[src/rtl/smvm_result_collector.sv]
// Result collector for the SMVM core: buffers the unthrottled result stream in a show-ahead
// FIFO, tags each result with its row index and replays it over a valid/ready handshake.
module smvm_result_collector #(
    parameter int unsigned DATA_W = 14,
    parameter int unsigned ROW_W  = 9,
    parameter int unsigned DEPTH  = 8,
    parameter int unsigned PTR_W  = 3
) (
    input  logic              clk,
    input  logic              rst_n,
    input  logic              start,
    input  logic [ROW_W-1:0]  num_rows,
    input  logic              in_valid,
    input  logic [DATA_W-1:0] in_data,
    output logic              out_valid,
    input  logic              out_ready,
    output logic [DATA_W-1:0] out_data,
    output logic [ROW_W-1:0]  out_row,
    output logic              out_last,
    output logic              busy,
    output logic              done,
    output logic [1:0]        err
);

    localparam logic [1:0] StIdle    = 2'd0;
    localparam logic [1:0] StCollect = 2'd1;
    localparam logic [1:0] StDrain   = 2'd2;
    localparam logic [1:0] StFin     = 2'd3;

    localparam int unsigned EntW = ROW_W + DATA_W;
    localparam logic [PTR_W:0] OccFull = (PTR_W + 1)'(DEPTH);

    logic [1:0]       state_q, state_d;
    logic [ROW_W-1:0] rows_q, rows_d;
    logic [ROW_W-1:0] in_cnt_q, in_cnt_d;
    logic [PTR_W-1:0] wr_ptr_q, wr_ptr_d;
    logic [PTR_W-1:0] rd_ptr_q, rd_ptr_d;
    logic [PTR_W:0]   occ_q, occ_d;
    logic [1:0]       err_q, err_d;
    logic [EntW-1:0]  mem_q [DEPTH];

    logic [EntW-1:0] head;
    logic            empty;
    logic            full;
    logic            pop;
    logic            push_req;
    logic            push;
    logic            start_acc;

    assign head      = mem_q[rd_ptr_q];
    assign empty     = (occ_q == '0);
    assign full      = (occ_q == OccFull);
    assign pop       = out_valid && out_ready;
    assign push_req  = (state_q == StCollect) && in_valid;
    // A full FIFO still takes the push when the head leaves in the same cycle.
    assign push      = push_req && (!full || pop);
    assign start_acc = (state_q == StIdle) && start;

    always_comb begin
        state_d  = state_q;
        rows_d   = rows_q;
        in_cnt_d = in_cnt_q;
        wr_ptr_d = wr_ptr_q;
        rd_ptr_d = rd_ptr_q;
        occ_d    = occ_q;

        if (pop) begin
            rd_ptr_d = rd_ptr_q + PTR_W'(1);
        end
        if (push) begin
            wr_ptr_d = wr_ptr_q + PTR_W'(1);
        end
        if (push && !pop) begin
            occ_d = occ_q + (PTR_W + 1)'(1);
        end else if (pop && !push) begin
            occ_d = occ_q - (PTR_W + 1)'(1);
        end
        // Dropped results still advance the row tag so later rows stay aligned.
        if (push_req) begin
            in_cnt_d = in_cnt_q + ROW_W'(1);
        end

        err_d    = start_acc ? 2'b00 : err_q;
        err_d[0] = err_d[0] | (push_req && !push);
        err_d[1] = err_d[1] | (in_valid && (state_q != StCollect));

        case (state_q)
            StIdle: begin
                if (start) begin
                    rows_d   = num_rows;
                    in_cnt_d = '0;
                    wr_ptr_d = '0;
                    rd_ptr_d = '0;
                    occ_d    = '0;
                    state_d  = (num_rows != '0) ? StCollect : StFin;
                end
            end
            StCollect: begin
                if (push_req && (in_cnt_q == rows_q - ROW_W'(1))) begin
                    state_d = StDrain;
                end
            end
            StDrain: begin
                // The empty check covers a last row that was dropped on overflow.
                if ((pop && out_last) || (empty && (in_cnt_q == rows_q))) begin
                    state_d = StFin;
                end
            end
            default: state_d = StIdle;
        endcase
    end

    always_ff @(posedge clk) begin
        if (!rst_n) begin
            state_q  <= StIdle;
            rows_q   <= '0;
            in_cnt_q <= '0;
            wr_ptr_q <= '0;
            rd_ptr_q <= '0;
            occ_q    <= '0;
            err_q    <= '0;
        end else begin
            state_q  <= state_d;
            rows_q   <= rows_d;
            in_cnt_q <= in_cnt_d;
            wr_ptr_q <= wr_ptr_d;
            rd_ptr_q <= rd_ptr_d;
            occ_q    <= occ_d;
            err_q    <= err_d;
        end
    end

    always_ff @(posedge clk) begin
        if (push) begin
            mem_q[wr_ptr_q] <= {in_cnt_q, in_data};
        end
    end

    // Head fields are forced to zero when empty so stale entries never leak out.
    assign out_valid = !empty;
    assign out_data  = out_valid ? head[DATA_W-1:0] : '0;
    assign out_row   = out_valid ? head[EntW-1:DATA_W] : '0;
    assign out_last  = out_valid && (out_row == rows_q - ROW_W'(1));
    assign busy      = (state_q != StIdle);
    assign done      = (state_q == StFin);
    assign err       = err_q;

endmodule

[config.mk]
export PLATFORM = sky130hd
export DESIGN_NAME = smvm_result_collector
export DESIGN_NICKNAME = d
export VERILOG_FILES = /design/src/rtl/smvm_result_collector.sv
export SDC_FILE = /design/constraint.sdc
export NUM_CORES = 1
export LEC_CHECK = 0
export ABC_CLOCK_PERIOD_IN_PS = 4000
export BUFFER_PORTS_ARGS = -buffer_cell sky130_fd_sc_hd__buf_2
export CORE_UTILIZATION = 48
export DETAILED_ROUTE_END_ITERATION = 16
export GPL_ROUTABILITY_DRIVEN = 1
export PLACE_DENSITY_LB_ADDON = 0.05
export SLEW_MARGIN = 20
export SYNTH_ARGS = -nofsm -noshare
export SYNTH_HDL_FRONTEND = slang
export SYNTH_SLANG_ARGS = --single-unit
[constraint.sdc]
create_clock -name clk -period 4 [get_ports clk]
set_clock_uncertainty 0.1 [all_clocks]
set_input_delay 0 -clock clk [delete_from_list [all_inputs] [get_ports clk]]
set_output_delay 0 -clock clk [all_outputs]
set_load 0.02 [all_outputs]
==> results_dict.tcl, run 1 <==
set metrics [dict create \
    rsz0062_at_grt "no" \
    final_antenna_net_count 0 \
    antenna_found_initial 0 \
    cts_resized 0 \
    drc_errors 0 \
    synth-edff-count 184 \
    syn_nets 625 \
    dp_cells 890 \
    worst_ep_required_time_ns 3.90 \
    start_util_pct 49.2 \
    path_clk_slew_ns 0.06 \
    synth_top_area_share_pct 59.7 \
    hold_violations 0 \
    synth_warnings 0 \
    synthArstFlopShare_pct 0 \
    first_global_vias 5661 \
    yosys.cell_count.top_type "edfxtp_1" \
    synth.distinct_cells 57 \
    irDropWorstVdd_uv 355 \
    ys_seq_elements 216 \
    yosys_most_used_dff "edfxtp_1" \
    drive_above_1_share_pct 24.3 \
    port_buffers 56 \
    grt_max_degree 31 \
    cts_setup_buffers 0 \
    diodes 0 \
    clock-sinks 216 \
    wl_um 20400 \
    syn_inst 587 \
    post_synth.cell_area_avg_um2 15.8 \
    slew_headroom_pct 40.9 \
    io_pins 57 \
    r2r_setup_slack_ns 0.79 \
    synth.area.top_cells "edfxtp_1 60%, mux4_2 9.5%, dfxtp_1 6.9%" \
    status "finished, final reports clean" \
    arrival_ns 3.30 \
    tns_ns 0 \
    grt_pass1_wl_um 31800 \
    end_kind "primary output" \
    rr_worst_depth 9 \
    tightest_slew_ns 0.886 \
    nets 738 \
    critPathLaunch "rd_ptr_q[0]" \
    grt_usage_pct 21.5 \
    p_leak_nw 3.63 \
    fmax_mhz 294 \
    cts_buffer_depth 3 \
    min_path_type "input pin to flip-flop" \
    r2r-end "state_q[0]" \
    drt_first_pass_iters 6 \
    instances_no_fill 976 \
    cp_max_fo 30 \
    htree_levels 1 \
    netlist_area_um2 9260 \
    period_share_pct 85.1 \
    finalCriticalPeriod_ns 3.40 \
    clockRootBuffer "clkbuf_16" \
    setup_viol 0 \
    maxCapViolCount 0 \
    postCtsHoldBufs 45 \
    nFillCells 1441 \
    synth_common_cells "184 x edfxtp_1, 50 x nor2_1, 43 x nand2_1" \
    drt_iter0_drc 410 \
    power_density_nw_per_um2 593 \
    clk_latency_ns 0.51 \
    die_h_um 141 \
    drv_slew 0 \
    cts_tree "built" \
    synth_largest_area_cell "edfxtp_1" \
    startpoint_type "flip-flop" \
    via_per_inst 5.58 \
    endpoint "out_last" \
    coreArea_um2 18800 \
    r2r_start "rows_q[0]" \
    synth_seq_area_share_pct 66.6 \
    grt_remaining_overflow 0 \
    rows 50 \
    cts_buffers 23 \
    vias 5447 \
    dieArea_um2 19800 \
    dpl.hpwl_um 12500 \
    crit_type "flip-flop to primary output" \
    syn2layout_area_growth_pct 20.3 \
    place.gp.congestion 0.863 \
    wl_per_cell_um 20.9 \
    die_x_um 141 \
]
==> layout by cell type (no fill, tap or decap), types with 19 or more instances in the layout <==
master / count
nand2_1: 43
mux2i_1: 23
dfxtp_1: 29
buf_2: 56
dlygate4sd3_1: 45
edfxtp_1: 184
mux4_2: 39
buf_4: 19
clkbuf_16: 23
nor2_1: 44
==> metrics by stage <==
| stage | hold WS, ns | instance area [um2] | utilization, % | worst slack (ns) | power (mW) |
|---|---|---|---|---|---|
| floorplan | -0.00113 | 9260 | - | 0.639 | 3.83 |
| CTS | 0.0461 | 11100 | 59.2 | 0.564 | 6.65 |
| global placement | 0.164 | 9900 | 52.6 | 0.905 | 4.34 |
| detailed placement | 0.173 | 9900 | 52.6 | 0.830 | 4.36 |
| finish | 0.0847 | 11100 | 59.2 | 0.596 | 6.61 |
| global route | 0.126 | 11100 | 59.2 | 0.358 | 6.90 |
==> area by class of cell <==
class | instances | area (um2) | share of cell area (%)
clock buffers | 23 | 576 | 5.17
repair buffers | 120 | 873 | 7.84
clock inverters | 18 | 215 | 1.93
multi-input cells | 327 | 2930 | 26.3
inverters | 12 | 45.0 | 0.404
flip-flops and latches | 216 | 6170 | 55.4
well taps | 260 | 325 | 2.92
==> worst max-delay path, stage by stage (launching register included) <==
cell and delay, ns:
dfxtp_4 0.73, mux4_1 0.64, mux2i_1 0.36, nor4b_1 0.11, a211o_1 0.28, a31oi_1 0.34
nor2_1 0.14, buf_2 0.18
==> state kept, by name, summed over array words and instances (netlist names) <==
name / cells
rows_q: 9
state_q: 2
in_cnt_q: 9
mem_q: 184
rd_ptr_q: 3
occ_q: 4
wr_ptr_q: 3
err: 2
==> cells by family after synthesis <==
kind of cell | count (synthesis) | share of synthesized area [%]
buffers and inverters | 44 | 2.03
AOI/OAI and AO/OA | 58 | 4.47
and+or+nand+nor | 156 | 8.26
DFF | 216 | 66.6
muxes | 73 | 14.3
xor gates and xnor gates | 30 | 2.99
adders and majority gates | 10 | 1.35
==> report_power, final <==
part	switching, mW	total (mW)	internal (mW)
clock	0.852	2.22	1.37
sequential	0.125	2.65	2.53
combinational	1.03	1.73	0.697
==> layer usage <==
layer	part of all wire, %	GRT usage (%)	up-vias
met5	0	0	-
li1	-	-	2500
met4	1.7	5.26	0
met3	5.0	3.19	29
met1	46	31.1	2776
met2	47	34.3	142
==> worst min-delay path by stage <==
stage                      startpoint     endpoint  slack [ns]  cells past startpoint
after floorplan            in_data[0]  mem_q[0][0]      -0.001                      0
after global placement     in_data[7]  mem_q[2][7]        0.16                      1
after detailed placement  num_rows[8]    rows_q[8]        0.17                      3
after CTS                       start       err[1]        0.05                      4
after global routing            start   state_q[1]        0.13                      4
final                           start   state_q[1]        0.08                      4
Note: power is estimated with default switching activity, not from simulation.
==> run 2: changes to the inputs <==
--- a/config.mk
+++ b/config.mk
@@ -6,5 +6,5 @@
 export NUM_CORES = 1
 export LEC_CHECK = 0
-export ABC_CLOCK_PERIOD_IN_PS = 4000
+export ABC_CLOCK_PERIOD_IN_PS = 3800
 export BUFFER_PORTS_ARGS = -buffer_cell sky130_fd_sc_hd__buf_2
 export CORE_UTILIZATION = 48
@@ -12,5 +12,4 @@
 export GPL_ROUTABILITY_DRIVEN = 1
 export PLACE_DENSITY_LB_ADDON = 0.05
-export SLEW_MARGIN = 20
 export SYNTH_ARGS = -nofsm -noshare
 export SYNTH_HDL_FRONTEND = slang
==> constraint.sdc (replaced) <==
create_clock -name clk -period 3.8 [get_ports clk]
set_clock_uncertainty 0.1 [all_clocks]
set_input_delay 0.76 -clock clk [delete_from_list [all_inputs] [get_ports clk]]
set_output_delay 0.76 -clock clk [all_outputs]
set_load 0.02 [all_outputs]
==> results_dict.tcl, run 2 (synthesized netlist as in run 1, its figures left out) <==
set metrics [dict create \
    whs_ns 0.403 \
    rows 50 \
    min_path_type "flip-flop to flip-flop" \
    port_buffers 56 \
    drv_slew 0 \
    grt_remaining_overflow 0 \
    maxCapViolCount 0 \
    wl_um 19500 \
    pre_cts_slack_ns 0.385 \
    drt_iter0_drc 380 \
    layout_commonest_cell "edfxtp_1" \
    grt_max_degree 30 \
    status "finished, final reports clean" \
    final_antenna_net_count 0 \
    antenna_found_initial 0 \
    finish.utilization_pct 57.8 \
    p_leak_nw 3.53 \
    rr_worst_depth 9 \
    postCtsHoldBufs 0 \
    dpl.hpwl_um 11800 \
    dieArea_um2 19800 \
    hold_violations 0 \
    nets 701 \
    io_pins 57 \
    place.gp.congestion 0.845 \
    die_x_um 141 \
    clock-sinks 216 \
    via_per_inst 5.63 \
    period_share_pct 97.1 \
    syn2layout_area_growth_pct 17.6 \
    clk_latency_ns 0.51 \
    drt_first_pass_iters 4 \
    hold_depth 2 \
    wl_per_cell_um 20.8 \
    finalCriticalPeriod_ns 3.69 \
    slew_headroom_pct 56.1 \
    tightest_slew_ns 0.658 \
    htree_levels 1 \
    clockRootBuffer "clkbuf_16" \
    crit_type "flip-flop to primary output" \
    largest_register "mem_q" \
    cts_buffer_depth 3 \
    final_cell_mix "184 x edfxtp_1, 55 x buf_2, 44 x nor2_1" \
    vias 5288 \
    power_density_nw_per_um2 642 \
    arrival_ns 2.83 \
    die_h_um 141 \
    cts_tree "built" \
    startpoint_type "flip-flop" \
    largest_reg_flops 184 \
    tns_ns 0 \
    diodes 0 \
    dp_cells 894 \
    worst_ep_required_time_ns 2.94 \
    cts_buffers 23 \
    grt_usage_pct 20.5 \
    drc_errors 0 \
    start_util_pct 49.2 \
    path_clk_slew_ns 0.06 \
    end_kind "primary output" \
    instances_no_fill 940 \
    coreArea_um2 18800 \
    top_regs "mem_q x184, in_cnt_q x9, rows_q x9" \
    irDropWorstVdd_uv 420 \
    setup_slack_ns 0.111 \
    setup_viol 0 \
    first_global_vias 5396 \
    cp_max_fo 9 \
    fmax_mhz 271 \
    drive_above_1_share_pct 28.8 \
    grt_pass1_wl_um 30200 \
]
[run 2: cell types whose count changed in the layout (fill, tap and decap cells not counted), moves of 2 or more]
cell | before | now
buf_12 | 0 | 3
buf_4 | 19 | 24
clkbuf_1 | 0 | 3
clkinv_1 | 6 | 1
clkinv_2 | 4 | 6
dfxtp_1 | 29 | 24
dfxtp_2 | 2 | 6
dlygate4sd3_1 | 45 | 0
mux2i_1 | 23 | 20
mux2i_2 | 0 | 3
nor3b_4 | 0 | 2
[run 2: final cells by class]
| type | count | area [um2] |
|---|---|---|
| fillers | 1470 | 7950 |
| flip-flops and latches | 216 | 6180 |
| multi-input cells | 327 | 2980 |
| clock buffers | 27 | 601 |
| repair buffers | 83 | 531 |
| well taps | 260 | 325 |
| clock inverters | 15 | 221 |
| inverters | 12 | 45.0 |
[run 2: critical path, stage by stage (launching register included)]
cell	delay, ns
dfxtp_4	0.39
buf_12	0.15
mux4_1	0.59
mux2i_4	0.18
xnor2_1	0.14
a2111oi_4	0.37
nand4_1	0.18
nor2_1	0.14
buf_4	0.16
[run 2: worst paths after layout]
path	slack (ns)	end	from
worst min-delay path	0.40	occ_q[0]	occ_q[0]
worst max-delay path	0.11	out_last	rd_ptr_q[0]
worst min register to register	0.40	occ_q[0]	occ_q[0]
worst max register to register	0.81	state_q[0]	rd_ptr_q[0]
[run 2: metal layers]
layer / vias to the layer above / wire (um) / GRT usage, % / part of all wire, %
li1: 2432 / - / - / -
met1: 2736 / 8660 / 27.7 / 44
met2: 89 / 9760 / 35.1 / 50
met3: 31 / 744 / 2.62 / 3.8
met4: 0 / 371 / 5.72 / 1.9
met5: - / 0 / 0 / 0
[run 2: timing repair]
action / 4_1_cts / 5_1_grt
hold endpoints to repair: 0 / 0
buffers inserted: 3 / 1
endpoints found under the setup margin: 1 / 1
gates resized for setup: 6 / 14
pin swaps: 0 / 3
[run 2: report_power, final]
part           switching (mW)  leakage (nW)  internal, mW
logic                    1.10          1.26         0.750
clock network           0.895         0.408          1.48
registers              0.0967          1.86          2.66
[run 2: through the flow]
step,area (um2),power [mW]
floorplan,9260,4.03
global placement,9940,4.55
detailed placement,9940,4.58
CTS,10800,7.01
global route,10900,7.31
finish,10900,6.99
==> run 3: changes to the inputs <==
RECOVER_POWER = 100   (was unset)
==> results_dict.tcl, run 3 (synthesized netlist as in run 1, its figures left out) <==
set metrics [dict create \
    status "finished, final reports clean" \
    top_regs "mem_q x184, in_cnt_q x9, rows_q x9" \
    grt_usage_pct 20.5 \
    maxCapViolCount 0 \
    hold_violations 0 \
    port_buffers 56 \
    largest_reg_flops 184 \
    startpoint_type "flip-flop" \
    r2r_setup_slack_ns 0.50 \
    via_per_inst 5.64 \
    setup_viol 0 \
    drt_first_pass_iters 4 \
    layout_commonest_cell "edfxtp_1" \
    irDropWorstVdd_uv 423 \
    clk_latency_ns 0.51 \
    min_path_type "flip-flop to flip-flop" \
    crit_chain "buf_12, mux4_1, mux2i_4, xnor2_1, a2111oi_4, nand4_1, nor2_1, buf_4" \
    diodes 0 \
    drt_iter0_drc 359 \
    cts_buffers 23 \
    slowest_stage "mux4_1" \
    drive_above_1_share_pct 24.1 \
    instances_no_fill 940 \
    rows 50 \
    multi_input_area_um2 2970 \
    period_share_pct 97.0 \
    endpoint "out_last" \
    final_cell_mix "184 x edfxtp_1, 45 x nor2_1, 43 x nand2_1" \
    drc_errors 0 \
    syn2layout_area_growth_pct 16.5 \
    drv_slew 0 \
    worst_ep_required_time_ns 2.94 \
    postCtsHoldBufs 0 \
    wl_um 19600 \
    arrival_ns 2.83 \
    crit_type "flip-flop to primary output" \
    vias 5305 \
    worst-path-stages 8 \
    critPathLaunch "rd_ptr_q[0]" \
    dieArea_um2 19800 \
    nets 701 \
    slowest_delay_ns 0.59 \
    tightest_slew_ns 0.885 \
    die_x_um 141 \
    largest_register "mem_q" \
    finalCriticalPeriod_ns 3.69 \
    antenna_found_initial 0 \
    grt_pass1_wl_um 30200 \
    clock-sinks 216 \
    p_leak_nw 3.40 \
    io_pins 57 \
    first_global_vias 5396 \
    path_clk_slew_ns 0.06 \
    cts_buffer_depth 3 \
    die_h_um 141 \
    crit_family "multiplexers" \
    rr_worst_depth 7 \
    final_antenna_net_count 0 \
    place.gp.congestion 0.845 \
    dp_cells 894 \
    regArea_um2 6180 \
    cts_tree "built" \
    nFillCells 1488 \
    r2r-end "mem_q[1][20]" \
    end_kind "primary output" \
    wl_per_cell_um 20.8 \
    dpl.hpwl_um 11800 \
    coreArea_um2 18800 \
    whs_ns 0.402 \
    clockRootBuffer "clkbuf_16" \
    r2r_start "state_q[1]" \
    htree_levels 1 \
    grt_remaining_overflow 0 \
    start_util_pct 49.2 \
    slew_headroom_pct 41.0 \
    fmax_mhz 271 \
    grt_max_degree 30 \
    path_buf_inv 2 \
    power_density_nw_per_um2 646 \
    total_power_mw 6.97 \
    cp_max_fo 9 \
]
[run 3: cell types whose count changed in the layout (fill, tap and decap cells not counted), moves of 2 or more]
| cell | delta |
|---|---|
| buf_2 | -32 |
| nor3_1 | +2 |
| clkbuf_1 | +29 |
| clkbuf_2 | +17 |
| buf_4 | -13 |
| nor3_2 | -2 |
[run 3: power by group]
part | total [mW] | switching, mW | internal, mW
clock | 2.38 | 0.894 | 1.48
combinational | 1.83 | 1.11 | 0.723
sequential | 2.76 | 0.0959 | 2.67
total | 6.97 | 2.10 | 4.87
[run 3: tightest hold or removal path, cell delays in order (launching register included)]
cell	delay, ns
dfxtp_2	0.34
nand3_1	0.07
a21oi_1	0.05
[run 3: area by class of cell]
cell class | count | area share (%)
Clock buffer | 27 | 5.57
Inverter | 12 | 0.418
Tap cell | 260 | 3.02
Clock inverter | 15 | 2.05
Multi-Input combinational cell | 327 | 27.5
Sequential cell | 216 | 57.3
Timing Repair Buffer | 83 | 4.14
[run 3: per-stage QoR]
stage | setup TNS (ns) | util, % | setup slack, ns | area, um2
finish | 0 | 57.3 | 0.115 | 10800
global route | -0.00505 | 57.3 | -0.00505 | 10800
CTS | 0 | 57.5 | 0.0311 | 10800
detailed placement | 0 | 52.8 | 0.385 | 9940
global placement | 0 | 52.8 | 0.443 | 9940
floorplan | 0 | - | 0.401 | 9260
[run 3: timing repair]
| action | CTS | global route |
|---|---|---|
| setup buffers | 3 | 1 |
| endpoints found under the setup margin | 1 | 1 |
| pin swaps | 0 | 3 |
| gates resized for setup | 6 | 14 |
[run 3: metal layers]
metal / up-vias / track usage [%] / part of all wire, % / wire length (um)
li1: 2437 / - / - / -
met1: 2741 / 27.7 / 44 / 8690
met2: 101 / 35.1 / 51 / 9900
met3: 26 / 2.62 / 3.6 / 714
met4: 0 / 5.72 / 1.4 / 267
met5: - / 0 / 0 / 0
[run 3: worst min path at each step]
| stage | end | cells after the start | startpoint |
|---|---|---|---|
| global route | rows_q[6] | 3 | num_rows[6] |
| floorplan | wr_ptr_q[0] | 2 | wr_ptr_q[0] |
| CTS | mem_q[3][3] | 1 | in_data[3] |
| detailed placement | err[1] | 2 | err[1] |
| finish | occ_q[0] | 2 | occ_q[0] |
| global placement | err[1] | 2 | err[1] |
